$ cat config.mk
export PLATFORM = sky130hd
export DESIGN_NAME = traffic_phase_controller_flat
export DESIGN_NICKNAME = d
export VERILOG_FILES = /design/src/rtl/traffic_phase_controller_if.sv /design/src/rtl/traffic_phase_controller.sv /design/src/flat_wrapper.sv
export SDC_FILE = /design/constraint.sdc
export NUM_CORES = 1
export LEC_CHECK = 0
export CAP_MARGIN = 20
export CORE_MARGIN = 3
export CORE_UTILIZATION = 47
export DETAILED_ROUTE_END_ITERATION = 10
export GPL_TIMING_DRIVEN = 0
export PLACE_DENSITY_LB_ADDON = 0.25
export SKIP_LAST_GASP = 1
export SYNTH_ARGS = -nofsm -noshare
export SYNTH_HDL_FRONTEND = slang
export SYNTH_SLANG_ARGS = --single-unit
$ cat constraint.sdc
create_clock -name clk -period 2.4 [get_ports clk]
set_input_delay 0.48 -clock clk [delete_from_list [all_inputs] [get_ports clk]]
set_output_delay 0.48 -clock clk [all_outputs]
set_load 0.05 [all_outputs]
$ cat src/rtl/traffic_phase_controller_if.sv
// Bundle between the phase sequencer and its environment: tick/enable/pedestrian
// controls, the duration lookup, and the light/timer/status outputs.
`timescale 1ns/1ps
interface traffic_phase_controller_if #(
  parameter int TW = 5
);
  logic          tick_1hz;
  logic          enable;
  logic          ped_req;
  logic [TW-1:0] fintime;
  logic [2:0]    state;
  logic [TW-1:0] remaining;
  logic          phase_done;
  logic          ped_wait;
  logic          err;

  modport master (
    output tick_1hz, enable, ped_req, fintime,
    input  state, remaining, phase_done, ped_wait, err
  );

  modport slave (
    input  tick_1hz, enable, ped_req, fintime,
    output state, remaining, phase_done, ped_wait, err
  );
endinterface

$ cat src/rtl/traffic_phase_controller.sv
// RED -> GREEN -> YELLOW phase sequencer: loads each phase duration from the
// lookup, counts it down on the 1 Hz tick, and honours latched pedestrian requests.
`timescale 1ns/1ps
module traffic_phase_controller #(
  parameter int PED_MIN = 5,
  parameter int TW      = 5
) (
  input logic                     clk,
  input logic                     rst_n,
  traffic_phase_controller_if.slave bus
);
  localparam logic [2:0] RED    = 3'b001;
  localparam logic [2:0] YELLOW = 3'b010;
  localparam logic [2:0] GREEN  = 3'b100;

  localparam logic [TW-1:0] PED_REM = TW'(PED_MIN);
  localparam logic [TW-1:0] ONE     = TW'(1);

  logic [2:0]    state_q, state_d;
  logic [TW-1:0] remaining_q, remaining_d;
  logic          load_pend_q, load_pend_d;
  logic          ped_wait_q, ped_wait_d;
  logic          err_q, err_d;
  logic          phase_done_q, phase_done_d;

  logic [2:0]    next_phase;
  logic          state_valid;

  always_comb begin
    next_phase = RED;
    case (state_q)
      RED:     next_phase = GREEN;
      GREEN:   next_phase = YELLOW;
      default: next_phase = RED;
    endcase
  end

  assign state_valid = (state_q == RED) || (state_q == GREEN) || (state_q == YELLOW);

  // ped_wait and phase_done are the only registers that move while disabled.
  always_comb begin
    state_d      = state_q;
    remaining_d  = remaining_q;
    load_pend_d  = load_pend_q;
    err_d        = err_q;
    phase_done_d = 1'b0;
    ped_wait_d   = ped_wait_q | bus.ped_req;

    if (bus.enable) begin
      if (!state_valid) begin
        state_d     = RED;
        remaining_d = '0;
        load_pend_d = 1'b1;
      end else if (load_pend_q) begin
        load_pend_d = 1'b0;
        if (bus.fintime == '0) begin
          remaining_d = ONE;
          err_d       = 1'b1;
        end else begin
          remaining_d = bus.fintime;
        end
      end else if (bus.tick_1hz) begin
        if (remaining_q <= ONE) begin
          state_d      = next_phase;
          remaining_d  = '0;
          load_pend_d  = 1'b1;
          phase_done_d = 1'b1;
          if (next_phase == RED) begin
            ped_wait_d = bus.ped_req;
          end
        end else if ((state_q == GREEN) && ped_wait_q && (remaining_q > PED_REM)) begin
          remaining_d = PED_REM;
        end else begin
          remaining_d = remaining_q - ONE;
        end
      end
    end
  end

  always_ff @(posedge clk or negedge rst_n) begin
    if (!rst_n) begin
      state_q      <= RED;
      remaining_q  <= '0;
      load_pend_q  <= 1'b1;
      ped_wait_q   <= 1'b0;
      err_q        <= 1'b0;
      phase_done_q <= 1'b0;
    end else begin
      state_q      <= state_d;
      remaining_q  <= remaining_d;
      load_pend_q  <= load_pend_d;
      ped_wait_q   <= ped_wait_d;
      err_q        <= err_d;
      phase_done_q <= phase_done_d;
    end
  end

  assign bus.state      = state_q;
  assign bus.remaining  = remaining_q;
  assign bus.phase_done = phase_done_q;
  assign bus.ped_wait   = ped_wait_q;
  assign bus.err        = err_q;
endmodule

$ cat src/flat_wrapper.sv
// flat-port wrapper written by rule: the top's interface ports become plain ports
module traffic_phase_controller_flat 
#(
  parameter int PED_MIN = 5,
  parameter int TW      = 5
)
  (clk, rst_n, bus_tick_1hz, bus_enable, bus_ped_req, bus_fintime, bus_state, bus_remaining, bus_phase_done, bus_ped_wait, bus_err);
  traffic_phase_controller_if #(.TW(TW)) bus_i ();
  input logic clk;
  input logic rst_n;
  input wire logic [$bits(bus_i.tick_1hz)-1:0] bus_tick_1hz;
  input wire logic [$bits(bus_i.enable)-1:0] bus_enable;
  input wire logic [$bits(bus_i.ped_req)-1:0] bus_ped_req;
  input wire logic [$bits(bus_i.fintime)-1:0] bus_fintime;
  output wire logic [$bits(bus_i.state)-1:0] bus_state;
  output wire logic [$bits(bus_i.remaining)-1:0] bus_remaining;
  output wire logic [$bits(bus_i.phase_done)-1:0] bus_phase_done;
  output wire logic [$bits(bus_i.ped_wait)-1:0] bus_ped_wait;
  output wire logic [$bits(bus_i.err)-1:0] bus_err;
  assign bus_i.tick_1hz = bus_tick_1hz;
  assign bus_i.enable = bus_enable;
  assign bus_i.ped_req = bus_ped_req;
  assign bus_i.fintime = bus_fintime;
  assign bus_state = bus_i.state;
  assign bus_remaining = bus_i.remaining;
  assign bus_phase_done = bus_i.phase_done;
  assign bus_ped_wait = bus_i.ped_wait;
  assign bus_err = bus_i.err;
  traffic_phase_controller #(.PED_MIN(PED_MIN), .TW(TW)) u_core (.clk(clk), .rst_n(rst_n), .bus(bus_i));
endmodule
==> flow_summary.toml <==
[die]
dieArea_mm2 = 0.00226
core_area_mm2 = 0.00156
num_io_pins = 21
die_h_um = 47.5
die-width_um = 47.5
initial_utilization = 0.519
std_cell_rows = 14

[power]
pwr-share-seq = 0.278
p_sw_uw = 592
peakVddDrop_v = 0.000638
cellPowerDensity_mw_per_mm2 = 1170
finalPower_uw = 1250
combPwrFrac = 0.588
clkPwrFrac = 0.134
p_leak_uw = 0.000431
sw_frac_of_total = 0.473
intPower_uw = 660

[detailed_routing]
drc_errors = 0
drt_first_iter_violations = 28
vias_per_cell = 5.87
wl_per_cell_um = 15.3
final_antenna_net_count = 0
vias = 693
firstDrtPassIters = 4
wl_um = 1810

[layout]
multi_input_area_um2 = 455
final_common_cell = "clkdlybuf4s50_1"
syn2layout_area_growth_pct = 31.7
layout-drive-gt1-share = 0.216
antenna_cells = 0
fillers = 131
seqCellArea_um2 = 303
final_cell_mix = "clkdlybuf4s50_1, dfrtp_1, nor2_1, o21ai_0, nand2b_1"
nNetsFinal = 115

[sta]
final_hold_viol_count = 0
relSlewSlack = 0.641
max_freq_mhz = 467
setup-violations-final = 0
tightest_slew_ns = 0.537
rsz0062_at_grt = "no"
fin_crit_ns = 2.14
fin_skew_ns = 0.00189
finalCritPeriodShare = 0.892
timing.setup.tns_ns = 0
final_max_slew_viol_count = 0

[synth]
yosys.area_share.simple = 0.229
syn-num-nets = 90
yosysSeqAreaShare = 0.374
syn_inst = 78
synth_compound_area_frac = 0.270
synthMuxAreaShare = 0
synthXorXnorAreaFrac = 0.0325
synth_cell_types = 41
yosys_warnings = 0
synth_top_family_by_area = "compound AO/OA/AOI/OAI gates"
syn-cell-area_um2 = 810
yosys.area_share.adder = 0.0309
avgSynthCellArea_um2 = 10.4
synth-seq-cells = 12

[cts]
ctsHoldBuffers = 0
htreeDepth = 1
cts.sinks = 12
clk_path_buf_depth = 2
clock_latency_ns = 0.28
root_buffer = "clkbuf_4"
clk_pin_slew_ns = 0.08
cts_tree = "built"
cts_setup_buffers = 0
post_cts_resized = 0
cts-buffers-inserted = 3

[global_route]
grt_usage = 0.182
grt_max_degree = 13
grt-ovfl-total = 0
antenna_found_initial = 0
grt_pass1_vias = 616
grt_pass1_wl_um = 2860

[setup_path]
r2r-start = "u_core.bus.remaining[1]"
cp_data_arrival_time_ns = 2.36
crit_end = "u_core.bus.state[2]"
start_kind = "register"
worstPathCellList = "inv_1, ha_1, o21ba_1, or4_4, nor3b_4, nor4b_4, a21o_1"
reg2reg_depth = 7
critical_path_buf_inv_count = 1
critPathKind = "reg2reg"
crit_slowest_cell = "or4_4"
cp_top_family = "simple AND/OR/NAND/NOR gates"
r2r_setup_slack_ns = 0.26
r2r-end = "u_core.bus.state[2]"
cp_num_cells = 7
cp-end-kind = "register"
required_ns = 2.62
crit_path_start = "u_core.bus.remaining[1]"
cp_max_fo = 8
critPathMaxStageDelay_ns = 0.47

[flow_run]
maxCapViolations = 0

[worst_hold_path]
hp-class = "reg2reg"

[placed_design]
dp_hpwl_um = 1350
portBuffers = 20
gp_congestion = 0.818

[outcome]
status = "complete, no violations"
==> cells by family after synthesis <==
family | after synthesis
AOI/OAI and AO/OA | 28
and+or+nand+nor | 25
DFF | 12
buffers and inverters | 8
xor gates and xnor gates | 3
adders and majority gates | 2
==> through the flow <==
stage | cells | util | worst slack, ns | hold WS, ns | instance area, um2
CTS | 118 | 0.684 | 0.251 | 0.479 | 1070
finish | 118 | 0.684 | 0.259 | 0.476 | 1070
floorplan | 78 | - | 0.185 | 0.184 | 810
global placement | 114 | 0.661 | 0.366 | 0.451 | 1030
detailed placement | 114 | 0.661 | 0.285 | 0.460 | 1030
global route | 118 | 0.684 | 0.128 | 0.498 | 1070
==> power groups by stage <==
stage          sequential [uW]  combinational, uW  clock (uW)
4_1_cts                    348                735         171
3_5_place_dp               352                732           0
6_report                   349                736         168
5_1_grt                    359                791         181
3_3_place_gp               348                719           0
2_1_floorplan              531                342           0
==> worst min path at each step <==
stage          slack (ns)      startpoint  cells after the start             end
2_1_floorplan        0.18           rst_n                      0  u_core.bus.err
3_3_place_gp         0.45  u_core.bus.err                      1  u_core.bus.err
3_5_place_dp         0.46  u_core.bus.err                      1  u_core.bus.err
4_1_cts              0.48  u_core.bus.err                      1  u_core.bus.err
5_1_grt              0.50  u_core.bus.err                      1  u_core.bus.err
6_report             0.48  u_core.bus.err                      1  u_core.bus.err
==> synth_stat cells <==
cell / instances / area, um2
inv_1: 3 / 11.3
a32o_1: 1 / 10.0
a211oi_1: 1 / 7.51
o21bai_1: 1 / 7.51
nor4_1: 1 / 6.26
o2bb2ai_1: 2 / 17.5
buf_4: 1 / 7.51
nor4b_4: 1 / 23.8
nor2b_1: 2 / 12.5
dfstp_2: 2 / 52.6
a21o_1: 3 / 22.5
a31oi_1: 1 / 6.26
o31ai_1: 2 / 15.0
o21ai_0: 4 / 20.0
nand2_1: 2 / 7.51
or2_2: 2 / 12.5
nor3_2: 1 / 10.0
a32oi_1: 3 / 26.3
xnor2_1: 2 / 17.5
and2_2: 1 / 7.51
xor2_1: 1 / 8.76
a21oi_1: 3 / 15.0
nor3_1: 1 / 5.00
ha_1: 2 / 25.0
nand4_1: 1 / 6.26
o21ba_1: 1 / 10.0
nor2_1: 4 / 15.0
o211ai_1: 1 / 7.51
buf_2: 2 / 10.0
nor3b_4: 1 / 18.8
o21a_1: 2 / 15.0
nand3_1: 1 / 5.00
a31o_2: 1 / 8.76
or4_4: 1 / 11.3
a2111oi_0: 1 / 8.76
or3b_2: 1 / 8.76
nand2b_1: 4 / 25.0
buf_6: 2 / 22.5
and3b_2: 1 / 10.0
dfrtp_1: 10 / 250
o31ai_4: 1 / 21.3
==> routing by layer <==
metal | GRT usage | share of wire | vias up
met5 | 0 | 0 | -
met4 | 0.0552 | 0.0028 | 0
met3 | 0.0489 | 0.058 | 2
met2 | 0.265 | 0.46 | 21
met1 | 0.260 | 0.48 | 330
li1 | - | - | 340
==> worst register-to-register path: cells and delay by family, from the launching register on <==
family,cells,cell delay (ns)
simple gates,3,1.16
flops,1,0.43
compound gates,2,0.28
fa+ha+maj,1,0.14
buf+inv,1,0.09
==> state kept, by name, indices dropped and copies added (netlist names) <==
name and flops:
u_core.bus.phase_done 1, u_core.load_pend_q 1, u_core.bus.ped_wait 1, u_core.bus.state 3, u_core.bus.err 1, u_core.bus.remaining 5
==> final cells by class <==
class,instances,share of cell area
buffer,5,0.0376
clock buffer,4,0.0340
inverter,3,0.0106
multi-input combinational,58,0.427
sequential,12,0.284
tap,16,0.0188
timing repair buffer,20,0.188
Note: power is estimated with default switching activity, not from simulation.
==> patch 1: new RTL, same settings <==
`TW` is set to 5 in 3 places; all go to 10.
--- a/src/rtl/traffic_phase_controller_if.sv
+++ b/src/rtl/traffic_phase_controller_if.sv
@@ -4,3 +4,3 @@
 interface traffic_phase_controller_if #(
-  parameter int TW = 5
+  parameter int TW = 10
 );
--- a/src/rtl/traffic_phase_controller.sv
+++ b/src/rtl/traffic_phase_controller.sv
@@ -5,3 +5,3 @@
   parameter int PED_MIN = 5,
-  parameter int TW      = 5
+  parameter int TW      = 10
 ) (
--- a/src/flat_wrapper.sv
+++ b/src/flat_wrapper.sv
@@ -4,3 +4,3 @@
   parameter int PED_MIN = 5,
-  parameter int TW      = 5
+  parameter int TW      = 10
 )
Ports: changed (resized bus_fintime and bus_remaining); port bits go from 21 to 31. No check against the original RTL was run, so the function may have changed too.
==> patch 1 against the unedited design <==
- synthesized area grew 37%
- final area grew 37%
- largest power group unchanged
- critical path type unchanged
- routed wire length grew 58%
- sequential cell count grew 5
- first-iteration DRC count grew 71%
- setup slack lost 89 ps
- total power grew 16%
- highest routed layer unchanged
- fmax shrank 4.0%
==> patch 1: results (changes against the unedited design) <==
| Quantity | Reported | vs unedited |
| --- | --- | --- |
| Run status | finished clean |  |
| Fraction of final layout cells with drive strength greater than 1 | 11.0% | -11 points |
| Most used standard cells in the synthesized netlist | dfrtp_1 (15), nand2_1 (11), nor2_1 (8), nor3_1 (7), a22oi_1 (6) |  |
| Post-detailed-route via-to-cell ratio | 6.14 | +4.6% |
| Count of input and output buffers | 29 | +45% |
| Ranking of synthesized cells by area | dfrtp_1 (34%), dfstp_2 (4.7%), a22oi_1 (4.1%) |  |
| Placed Cells | 178 | +56% |
| Clk Latency, worst-skew pair | 300 ps | +20 ps |
| Via count of the first global-routing pass | 973 | +58% |
| Total wirelength of the detailed-routed design | 2860 um | +58% |
| Wire length on met2 | 1310 um | +57% |
| Total leakage power | 0.599 nW | +39% |
| Maximum VDD drop | 0.703 mV | +10% |
| Unique masters post-synth | 46 | +12% |
| Maximum number of pins on one net before global-route repair | 18 | +5 |
| Biggest cell delay along the critical path | 710 ps | +240 ps |
| Syn Nets | 139 | +54% |
| Family of cells with the greatest summed delay on the critical path | compound AO/OA/AOI/OAI gates |  |
| M3 GR Usage | 6.54% | +1.7 points |
| Worst clock skew | 1.31 ps | -0.584 ps |
| Arrival time at the worst endpoint | 2430 ps | +70 ps |
| Max Fanout on Critical Path | 10 | +2 |
| Global-route track usage on met1 | 30.2% | +4.3 points |
| Max-Slew Margin vs Limit | 43.6% | -20 points |
| Met3 routed wirelength | 251 um | +140% |
| Routed metal-1 wire length | 1240 um | +42% |
| Met2 capacity usage during global routing | 31.5% | +5.0 points |
| Slowest CP cell | o31ai_2 |  |
| Largest register FFs | 10 | +5 |
| Total number of nets in the final design | 173 | +50% |
| Starting DRT DRC Count | 48 | +71% |
[patch 1: cell count changes in the layout (fill, tap and decap cells not counted), moves of 3 or more]
cell,delta
o211ai_1,+4
a32oi_1,-3
clkdlybuf4s50_1,+9
nor2_1,+4
nor4_1,+3
nand2_1,+9
a22oi_1,+6
nor3_1,+6
dfrtp_1,+5
[patch 1: cell type report]
cell class | instances | area [um^2]
clock inverters | 1 | 5.00
fillers | 179 | 639
clock buffers | 3 | 22.5
flip-flops and latches | 17 | 428
inverters | 5 | 18.8
multi-input cells | 94 | 631
well taps | 27 | 33.8
repair buffers | 29 | 290
plain buffers | 6 | 33.8
[patch 1: power by group]
| part | switching [mW] | leakage (nW) | internal (mW) |
|---|---|---|---|
| clock | 0.0909 | 0.0177 | 0.0622 |
| combinational | 0.511 | 0.370 | 0.314 |
| sequential | 0.118 | 0.211 | 0.361 |
[patch 1: worst paths after layout]
path | from | end | slack (ps) | cells past startpoint
min in group asynchronous | rst_n | u_core.bus.phase_done | 630 | 1
min | u_core.bus.err | u_core.bus.err | 490 | 1
max reg2reg | u_core.bus.state[0] | u_core.bus.remaining[4] | 170 | 6
max in group asynchronous | rst_n | u_core.bus.remaining[7] | 1280 | 1
min reg2reg | u_core.bus.err | u_core.bus.err | 490 | 1
max | u_core.bus.state[0] | u_core.bus.remaining[4] | 170 | 6
[patch 1: kinds of logic after synthesis]
family,synth area share (%)
simple gates,24.2
buf+inv,4.73
flops,38.5
fa+ha+maj,2.25
compound gates,27.1
xor+xnor,3.15
[patch 1: metrics by stage]
stage / worst slack, ps / hold slack, ps / area, um^2
6_report: 170 / 491 / 1460
2_1_floorplan: 381 / 184 / 1110
5_1_grt: 68.3 / 508 / 1460
3_5_place_dp: 265 / 470 / 1440
4_1_cts: 242 / 500 / 1460
3_3_place_gp: 348 / 470 / 1440
==> patch 2: new RTL, same flow settings <==
Made on the original files. Make the reset (`rst_n`) synchronous in one clocked block.
--- a/src/rtl/traffic_phase_controller.sv
+++ b/src/rtl/traffic_phase_controller.sv
@@ -79,3 +79,3 @@
 
-  always_ff @(posedge clk or negedge rst_n) begin
+  always_ff @(posedge clk) begin
     if (!rst_n) begin
Function: differs if rst_n is asserted again (counterexample within 4 cycles, from zero or initial values and one cycle with rst_n low); with rst_n held inactive, the same outputs for 10 cycles.
==> patch 2 against the unedited design <==
- routed wire length decreased by 1.2%
- sequential cell count stayed put
- final area shrank 1.1%
- die area grew 1.4%
- critical path depth is 6 lower
- setup slack improved by 45 ps
- cell count grew 10%
- synthesized area increased by 1.5%
Power is not compared: it rests on default switching activity, and its combinational part moved more than twofold at a synthesized area within 25%.
==> patch 2: results (changes against the unedited design) <==
| Quantity | Reported | vs unedited |
| --- | --- | --- |
| Maximum number of pins on one net before global-route repair | 11 | -2 |
| Syn Nets | 104 | +16% |
| Post-DR wirelength/cell | 13.7 um | -10% |
| Arrival time at the worst endpoint | 1620 ps | -740 ps |
| Largest register FFs | 5 | unchanged |
| Family of cells with the greatest summed delay on the critical path | buffers and inverters |  |
| Unique masters post-synth | 43 | +4.9% |
| Global-route wire length before repair | 3080 um | +8.0% |
| Number of instances resized during post-cts repair | 0 | unchanged |
| Max-Slew Margin vs Limit | 66.3% | +2.2 points |
| Fraction of final layout cells with drive strength greater than 1 | 16.7% | -4.9 points |
| Via count of the first global-routing pass | 723 | +17% |
| Tot GR Track Use | 18.8% | +0.60 points |
| Worst clock skew | 4.46 ps | +2.56 ps |
| Ranking of synthesized cells by area | dfxtp_1 (29%), o21a_1 (4.6%), inv_1 (3.2%) |  |
| Worst r2r path cells | 6 | -1 |
| Run status | finished clean |  |
| Most frequently used flop master after synthesis | dfxtp_1 |  |
| Most used standard cells in the synthesized netlist | dfxtp_1 (12), inv_1 (7), nand2_1 (7), o21a_1 (5) |  |
| Share of flip-flops with an asynchronous set or reset | 0% | -100 points |
| Setup slack of the most critical reg-to-reg path | 660 ps | +400 ps |
| Post-synthesis sequential area ratio | 29.2% | -8.2 points |
| Starting DRT DRC Count | 21 | -25% |
| Slowest CP cell | clkdlybuf4s50_1 |  |
| Total number of nets in the final design | 128 | +11% |
| Post-detailed-route via-to-cell ratio | 5.95 | +1.4% |
| HPWL after DPL | 1380 um | +2.7% |
| Count of input and output buffers | 19 | -5.0% |
| Switch share | 34.6% |  |
| Max Fanout on Critical Path | 7 | -1 |
| Layout filler cell count | 146 | +11% |
| Worst Hold Class | reg -> reg |  |
| Biggest cell delay along the critical path | 870 ps | +400 ps |
| Weighted congestion reported at the end of routability-driven placement | 0.865 | +5.7% |
| Final antenna diode count | 0 | unchanged |
| # DRC | 0 | unchanged |
| Clk pin slew, worst setup/hold paths | 70 ps |  |
==> patch 2: changes by cell type in the layout (fill, tap and decap cells not counted), sizes merged, moves of 3 or more <==
cell	delta
nand3	+3
dfxtp	+12
inv	+4
dfrtp	-10
o21a	+3
nand2b	-3
nand2	+5
a21boi	+3
a21o	-3
==> patch 2: kinds of logic after synthesis <==
family	after synthesis	synth area share, %
AO/OA/AOI/OAI	30	31.1
XOR/XNOR	3	4.11
adder cells (fa/ha/maj)	2	3.04
buffers and inverters	12	7.15
flip-flops	12	29.2
AND/OR/NAND/NOR	33	25.4
==> patch 2: layer usage <==
layer	GRT usage (%)	routed length, um	vias to the layer above
met5	0	0	-
met4	5.91	7	0
met3	6.02	110	2
met2	29.6	842	27
met1	24.2	825	358
li1	-	-	387
==> patch 2: layout make-up <==
class	instances	area [um^2]	area share, %
multi-input cells	68	523	49.6
flip-flops and latches	12	240	22.8
well taps	16	20.0	1.90
clock buffers	3	22.5	2.14
repair buffers	19	190	18.0
inverters	7	26.3	2.49
plain buffers	5	32.5	3.08
==> patch 2: power groups by stage <==
| stage | Combinational, mW | Sequential [mW] | Clock, mW |
|---|---|---|---|
| 6_report | 0.191 | 0.228 | 0.121 |
| 5_1_grt | 0.207 | 0.231 | 0.133 |
| 4_1_cts | 0.191 | 0.228 | 0.124 |
| 3_5_place_dp | 0.190 | 0.233 | 0 |
| 3_3_place_gp | 0.188 | 0.232 | 0 |
| 2_1_floorplan | 0.100 | 0.266 | 0 |
==> patch 2: worst register-to-register path, stage by stage (launching register included) <==
cell and delay [ps]:
dfxtp_1 440, ha_1 180, o21ba_1 160, or4_4 450, o21ai_2 150, a211oi_1 70
o21a_1 190
==> patch 2: final timing paths <==
| check | startpoint | endpoint |
|---|---|---|
| worst max-delay path | u_core.bus.remaining[3] | bus_remaining[3] |
| worst min-delay path | u_core.bus.err | u_core.bus.err |
| worst max register to register | u_core.bus.remaining[0] | u_core.bus.remaining[0] |
| worst min register to register | u_core.bus.err | u_core.bus.err |
==> patch 2: through the flow <==
step                worst slack (ps)  cell area, um^2  cells  hold slack [ps]
global placement                 317             1030    127              449
global route                     247             1050    130              498
finish                           304             1050    130              489
floorplan                        399              822     92              604
CTS                              298             1050    130              483
detailed placement               321             1030    127              468
